### src/rtl/servo_pwm_driver.sv
// Servo bridge driver: turns the signed IPD output into a saturated duty plus a direction
// bit, and emits a fixed-period PWM whose duty changes only at period boundaries.
module servo_pwm_driver #(
  parameter int cant_bits = 16,
  parameter int FRAC_BITS = 8,
  parameter int PERIOD    = 1000,
  parameter int DUTY_MAX  = 900,
  localparam int YW = 2*cant_bits,
  localparam int CW = $clog2(PERIOD)
) (
  input  logic          Clk_G,
  input  logic          Rst_G,
  input  logic          Enable,
  input  logic [YW-1:0] Yk,
  input  logic          Yk_Valid,
  output logic          PWM_Out,
  output logic          Dir_Out,
  output logic          Sat_Flag,
  output logic          Period_Strobe,
  output logic [CW-1:0] Duty_Act
);

  typedef enum logic {S_IDLE, S_RUN} state_t;

  state_t        state_q, state_d;
  logic [CW-1:0] cnt_q, cnt_d;
  logic [CW-1:0] duty_pend_q, duty_pend_d;
  logic          dir_pend_q, dir_pend_d;
  logic          sat_pend_q, sat_pend_d;
  logic [CW-1:0] duty_act_q;
  logic          dir_act_q, sat_act_q;

  logic [YW-1:0] abs_yk, mag;
  logic          ovf, clip, wrap, apply;

  // Capture: the most negative Yk has no positive magnitude, so it is forced to saturate.
  always_comb begin
    abs_yk      = Yk[YW-1] ? -Yk : Yk;
    ovf         = (Yk == {1'b1, {(YW-1){1'b0}}});
    mag         = abs_yk >> (2*FRAC_BITS);
    clip        = ovf || (mag > YW'(DUTY_MAX));
    duty_pend_d = duty_pend_q;
    dir_pend_d  = dir_pend_q;
    sat_pend_d  = sat_pend_q;
    if (Yk_Valid) begin
      duty_pend_d = clip ? CW'(DUTY_MAX) : mag[CW-1:0];
      dir_pend_d  = Yk[YW-1];
      sat_pend_d  = clip;
    end
  end

  assign wrap = (cnt_q == CW'(PERIOD-1));

  always_comb begin
    state_d = state_q;
    cnt_d   = cnt_q;
    apply   = 1'b0;
    case (state_q)
      S_IDLE: begin
        cnt_d = '0;
        if (Enable) begin
          state_d = S_RUN;
          apply   = 1'b1;
        end
      end
      S_RUN: begin
        if (wrap) begin
          cnt_d = '0;
          apply = 1'b1;
          if (!Enable) state_d = S_IDLE;
        end else begin
          cnt_d = cnt_q + CW'(1);
        end
      end
      default: begin
        state_d = S_IDLE;
        cnt_d   = '0;
      end
    endcase
  end

  // Active registers load from the old pending values, so a strobe on a wrap edge waits a period.
  always_ff @(posedge Clk_G) begin
    if (Rst_G) begin
      state_q     <= S_IDLE;
      cnt_q       <= '0;
      duty_pend_q <= '0;
      dir_pend_q  <= 1'b0;
      sat_pend_q  <= 1'b0;
      duty_act_q  <= '0;
      dir_act_q   <= 1'b0;
      sat_act_q   <= 1'b0;
    end else begin
      state_q     <= state_d;
      cnt_q       <= cnt_d;
      duty_pend_q <= duty_pend_d;
      dir_pend_q  <= dir_pend_d;
      sat_pend_q  <= sat_pend_d;
      if (apply) begin
        duty_act_q <= duty_pend_q;
        dir_act_q  <= dir_pend_q;
        sat_act_q  <= sat_pend_q;
      end
    end
  end

  assign PWM_Out       = (state_q == S_RUN) && (cnt_q < duty_act_q);
  assign Period_Strobe = (state_q == S_RUN) && wrap;
  assign Dir_Out       = dir_act_q;
  assign Sat_Flag      = sat_act_q;
  assign Duty_Act      = duty_act_q;

endmodule
### config.mk
export PLATFORM = sky130hd
export DESIGN_NAME = servo_pwm_driver
export DESIGN_NICKNAME = d
export VERILOG_FILES = /design/src/rtl/servo_pwm_driver.sv
export SDC_FILE = /design/constraint.sdc
export NUM_CORES = 1
export LEC_CHECK = 0
export CAP_MARGIN = 5
export CORE_UTILIZATION = 45
export CTS_CLUSTER_DIAMETER = 40
export DETAILED_ROUTE_END_ITERATION = 10
export GPL_TIMING_DRIVEN = 0
export PLACE_DENSITY = 0.75
export SETUP_SLACK_MARGIN = 0.1
export SYNTH_ARGS = -nofsm -noshare
export SYNTH_HDL_FRONTEND = slang
export SYNTH_SLANG_ARGS = --single-unit
export TNS_END_PERCENT = 5
### constraint.sdc
create_clock -name Clk_G -period 7 [get_ports Clk_G]
set_input_delay 1.4 -clock Clk_G [delete_from_list [all_inputs] [get_ports Clk_G]]
set_output_delay 1.4 -clock Clk_G [all_outputs]
set_load 0.05 [all_outputs]
# After elaboration in Yosys (flattened, before gate mapping)
# Index checks and enable logic that the tools add are counted.
[op_classes] shift=0 eq_ne=2 addsub=2 n_lt_le_gt_ge=2 reduce_logical=3 n_bitwise=1 muxes=9 n_mul=0 n_div=0
[op_table] op="$eq A32 B32 Y1 const B" count=1
[op_table] op="$mux W32" count=1
[op_table] op="$neg A32 Y32" count=1
[op_table] op="$mux W10" count=2
[op_table] op="$pmux W10 S2" count=1
[op_table] op="$gt A16 B10 Y1 const B" count=1
[op_table] op="$add A10 B1 Y10 const B" count=1
[op_table] op="$eq A10 B10 Y1 const B" count=1
[op_table] op="$lt A10 B10 Y1" count=1
[op_table] op="$pmux W1 S2" count=2
[op_table] op="$mux W1" count=3
[op_table] op="$logic_and A1 B1 Y1" count=2
[op_table] op="$logic_or A1 B1 Y1" count=1
[op_table] op="$not A1 Y1" count=1
[totals] out_inout_bits=14 input_bits=36 word_cells=27 ff_bits=35 mem_bits_rw=0 latchBits=0 mem_count=0 rom_bits=0

# Depth between registers and ports, before layout
# Gate-level depths: netlist of the first run.
[logic_depth] word_depth=5 depth_mapped=9 mapped_depth_nobuf=8

# Worst setup path before layout of the first run
# Ideal clock, no wire load.
[synth_path] kind="register -> output" start="register duty_act_q[1], in the netlist Duty_Act[1]" end="output PWM_Out" arrival_ps=2523 path_stages_with_launch=9 path_buffers=0 slack_ps=3077 t_required_ps=5600 path_cell_list="dfxtp_1 > inv_1 > ha_1 > a21oi_1 > nor2b_1 > o21ai_0 > a21oi_1 > o41a_1 > a31oi_1"
[synth_between] elab_chain_len=2
[synth_lines] item="start, declared" line_no="30" source="logic [CW-1:0] duty_act_q;"
[synth_lines] item="start signal, assigned" line_no="100" source="duty_act_q <= duty_pend_q;"
[synth_lines] item="$lt A10 B10 Y1" line_no="107" source="assign PWM_Out = (state_q == S_RUN) && (cnt_q < duty_act_q);"
[synth_lines] item="$logic_and A1 B1 Y1" line_no="107"
[synth_lines] item="end, declared" line_no="16" source="output logic PWM_Out,"
# No other way between the ends.

# Worst setup path in the final report of the first run
# Same ends and word-level chain as after synthesis.

==> out/summary.json, run 1 <==
{
  "grt_max_degree": {"value": 12},
  "die_height": {"value": 67.3, "unit": "um"},
  "fp-row-count": {"value": 23},
  "fmax": {"value": 0.240, "unit": "GHz"},
  "finClkSkew": {"value": 4.08, "unit": "ps"},
  "post_cts_setup_inserts": {"value": 0},
  "worstPathRequired": {"value": 5600, "unit": "ps"},
  "pwr_per_cell_area": {"value": 165, "unit": "mW/mm2"},
  "place.port_buffers": {"value": 47},
  "ff2ff_path_depth": {"value": 8},
  "worst_slew_margin_rel": {"value": 66.8, "unit": "%"},
  "groute.usage.overall": {"value": 19.4, "unit": "%"},
  "synth_nets": {"value": 277},
  "cp_max_fo": {"value": 2},
  "sort_of_element_at_the_end_of_the_critical_path": {"value": "primary output"},
  "fillers": {"value": 350},
  "tightestPinTransition": {"value": 498, "unit": "ps"},
  "cts_sinks": {"value": 35},
  "route.detailed.vias_per_inst": {"value": 5.11},
  "placement.cell_area": {"value": 0.00245, "unit": "mm2"},
  "drive_above_1_share": {"value": 8.04, "unit": "%"},
  "antenna_cells": {"value": 0},
  "power.total": {"value": 419, "unit": "uW"},
  "finalSetupTns": {"value": 0, "unit": "ps"},
  "antenna_found_initial": {"value": 0},
  "cellLeakagePower": {"value": 0.935, "unit": "nW"},
  "multi_input_area": {"value": 0.00113, "unit": "mm2"},
  "cts-htree-levels": {"value": 2},
  "final_net_count": {"value": 331},
  "final.setup.worst_slack": {"value": 2840, "unit": "ps"},
  "die_w": {"value": 67.3, "unit": "um"},
  "route.antenna.remaining_nets": {"value": 0},
  "postSynthCellCount": {"value": 231},
  "yosysWarningCount": {"value": 0},
  "postSynth.topFlopCell": {"value": "dfxtp_1"},
  "die_area": {"value": 0.00452, "unit": "mm2"},
  "number_of_non_filler_instances_in_the_completed_layout": {"value": 336},
  "rsz0062_at_grt": {"value": "false"},
  "regArea": {"value": 701, "unit": "um2"},
  "dp_hpwl": {"value": 3230, "unit": "um"},
  "clock_insertion_delay_worst_skew": {"value": 290, "unit": "ps"},
  "placeable_core_area": {"value": 0.00406, "unit": "mm2"},
  "worst_hold_path_type": {"value": "reg -> reg"},
  "cts_root_buf": {"value": "clkbuf_8"},
  "flow.area_growth_from_synthesis": {"value": 32.2, "unit": "%"},
  "postSynthRegisterBits": {"value": 35},
  "final_max_slew_viol_count": {"value": 0},
  "synth_enable_flop_cells": {"value": 0},
  "critPathArrivalTime": {"value": 2760, "unit": "ps"},
  "detail_route.iter0.violations": {"value": 45},
  "max-vdd-ir-drop": {"value": 59.4, "unit": "uV"},
  "tritoncts": {"value": "done"},
  "grt_pass1_vias": {"value": 1634},
  "min_path_cells": {"value": 2},
  "drc": {"value": 0},
  "synth_async_sr_flop_share": {"value": 0, "unit": "%"},
  "num_ports": {"value": 50},
  "fin_crit": {"value": 4160, "unit": "ps"},
  "worstSetupPathType": {"value": "reg -> out"},
  "numCtsBuffers": {"value": 5},
  "max_cap_viol_count": {"value": 0},
  "synth.lib_cells_used.distinct": {"value": 45},
  "layout_worst_path_cycle_share": {"value": 59.5, "unit": "%"},
  "routability_driven_placement_congestion_ratio": {"value": 0.768},
  "initial_utilization": {"value": 47.2, "unit": "%"},
  "dr_total_vias": {"value": 1718},
  "final_cell_area": {"value": 0.00253, "unit": "mm2"},
  "detail_route.first_pass.iterations": {"value": 4},
  "mappedNetlistArea": {"value": 0.00192, "unit": "mm2"},
  "synth-seq-area-share": {"value": 36.6, "unit": "%"},
  "worstSetupStartpointType": {"value": "register"},
  "grt_overflow_total": {"value": 0},
  "wl_per_cell": {"value": 11.7, "unit": "um"},
  "timing.final.setup_violations": {"value": 0},
  "cts-hold-fix-buffers": {"value": 0},
  "per_instance_average_area_after_synthesis": {"value": 8.30, "unit": "um2"},
  "cts.repair.resized": {"value": 0},
  "clockBufferDepth": {"value": 2},
  "first_pass_grt_wire_length": {"value": 6720, "unit": "um"},
  "hold_fails_final_rpt": {"value": 0},
  "outcome": {"value": "finished, final reports clean"},
  "wl": {"value": 3940, "unit": "um"},
  "pre_cts_ws": {"value": 2980, "unit": "ps"},
  "cts.reportedPaths.clkPinSlew": {"value": 70, "unit": "ps"},
  "placedCellCount": {"value": 328}
}
==> metrics by stage <==
stage	utilization [%]	hold WS, ps
4_1_cts	62.5	460
6_report	62.5	456
3_3_place_gp	60.4	443
2_1_floorplan	-	425
5_1_grt	62.5	475
3_5_place_dp	60.4	443
==> critical path, cell delays in order, from the launching register on <==
cell	delay [ps]
dfxtp_1	330
inv_1	60
ha_1	290
a21oi_1	140
nor2b_1	60
o21ai_0	160
a21oi_1	90
o41a_1	320
a31oi_1	200
clkdlybuf4s50_1	830
==> sequential cells by signal, indices dropped and copies added, names as in the netlist <==
name	flops
state_q	1
duty_pend_q	10
dir_pend_q	1
cnt_q	10
Dir_Out	1
Sat_Flag	1
Duty_Act	10
sat_pend_q	1
==> cell families (layout without fill, tap and decap cells) <==
group / Yosys count / after routing / share of synthesized area, %
AOI/OAI and AO/OA: 46 / 46 / 16.8
xor gates and xnor gates: 17 / 17 / 7.77
and+or+nand+nor: 95 / 95 / 24.7
adders and majority gates: 10 / 10 / 6.53
buffers and inverters: 22 / 77 / 4.37
DFF: 35 / 35 / 36.6
muxes: 6 / 6 / 3.20
==> synth_stat cells, types with 2 or more instances <==
cell,n,share of area [%]
xor2_1,14,6.4
nand2_1,15,2.9
nor3_1,7,1.8
nor2b_1,2,0.65
or3_1,2,0.65
o21ai_0,8,2.1
o21ai_2,5,2.3
nand2b_1,2,0.65
dfxtp_1,35,37
nand3_1,4,1.0
nor4_2,3,2.0
xnor2_1,3,1.4
clkbuf_1,7,1.4
and4_1,2,0.91
ha_1,10,6.5
inv_1,13,2.5
a21oi_1,12,3.1
o31ai_1,5,2.0
and3_1,2,0.65
nand4_1,3,0.98
nor2_1,44,8.6
mux2i_1,5,2.6
a211oi_1,5,2.0
a31oi_1,2,0.65
==> final timing paths <==
kind	from	endpoint	slack [ps]
min	duty_pend_q[3]$_SDFFE_PP0P_	duty_pend_q[3]$_SDFFE_PP0P_	460
max	Duty_Act[1]$_SDFFE_PP0P_	PWM_Out	2840
min reg2reg	duty_pend_q[3]$_SDFFE_PP0P_	duty_pend_q[3]$_SDFFE_PP0P_	460
max reg2reg	cnt_q[0]$_SDFF_PP0_	Duty_Act[0]$_SDFFE_PP0P_	4840
==> power by group <==
part / switching, mW / internal, mW / leakage, nW
clock: 0.0713 / 0.0694 / 0.0412
sequential: 0.00331 / 0.205 / 0.285
combinational: 0.0364 / 0.0341 / 0.609
total: 0.111 / 0.308 / 0.935
==> metal layers <==
layer | GRT usage [%] | wire, um | vias to the layer above
met2 | 35.5 | 1960 | 46
met1 | 21.3 | 1780 | 754
met5 | 0 | 0 | -
met3 | 5.24 | 171 | 4
met4 | 6.38 | 29 | 0
li1 | - | - | 914
==> layout make-up <==
type	count	area share, %
Buffer	9	1.38
Clock buffer	6	2.86
Clock inverter	2	0.494
Inverter	13	1.92
Multi-Input combinational cell	174	44.7
Sequential cell	35	27.6
Tap cell	50	2.47
Timing Repair Buffer	47	18.6
==> cells in the final DEF, fill, tap and decap left out, types with 2 or more instances in the layout <==
cell and instances:
a21oi_1 12, mux2i_1 5, or3_1 2, nand2b_1 2, ha_1 10, o31ai_1 5
nand3_1 4, dfxtp_1 35, o21ai_2 5, clkbuf_1 8, nor3_1 7, xor2_1 14
clkdlybuf4s50_1 47, a31oi_1 2, nand2_1 15, nor4_2 3, nand4_1 3, o21ai_0 8
and3_1 2, inv_1 13, xnor2_1 3, nor2_1 44, a211oi_1 5, nor2b_1 2
clkbuf_8 5, and4_1 2
No activity file was read; power rests on OpenSTA's default activity.
==> run 2, diff against run 1 <==
==> constraint.sdc (replaced) <==
create_clock -name Clk_G -period 4.3 [get_ports Clk_G]
set_input_delay 0.86 -clock Clk_G [delete_from_list [all_inputs] [get_ports Clk_G]]
set_output_delay 0.86 -clock Clk_G [all_outputs]
set_load 0.05 [all_outputs]
==> results of run 2 <==
Same layout as run 1 (identical final DEF). Status: finished, final reports clean.
Main changes from that run: setup slack after placement 2980 ps -> 815 ps; setup slack after layout 2840 ps -> 678 ps; register-to-register setup slack 4840 ps -> 2140 ps; total power 0.419 mW -> 0.682 mW; worst IR drop on VDD 59.4 uV -> 96.8 uV
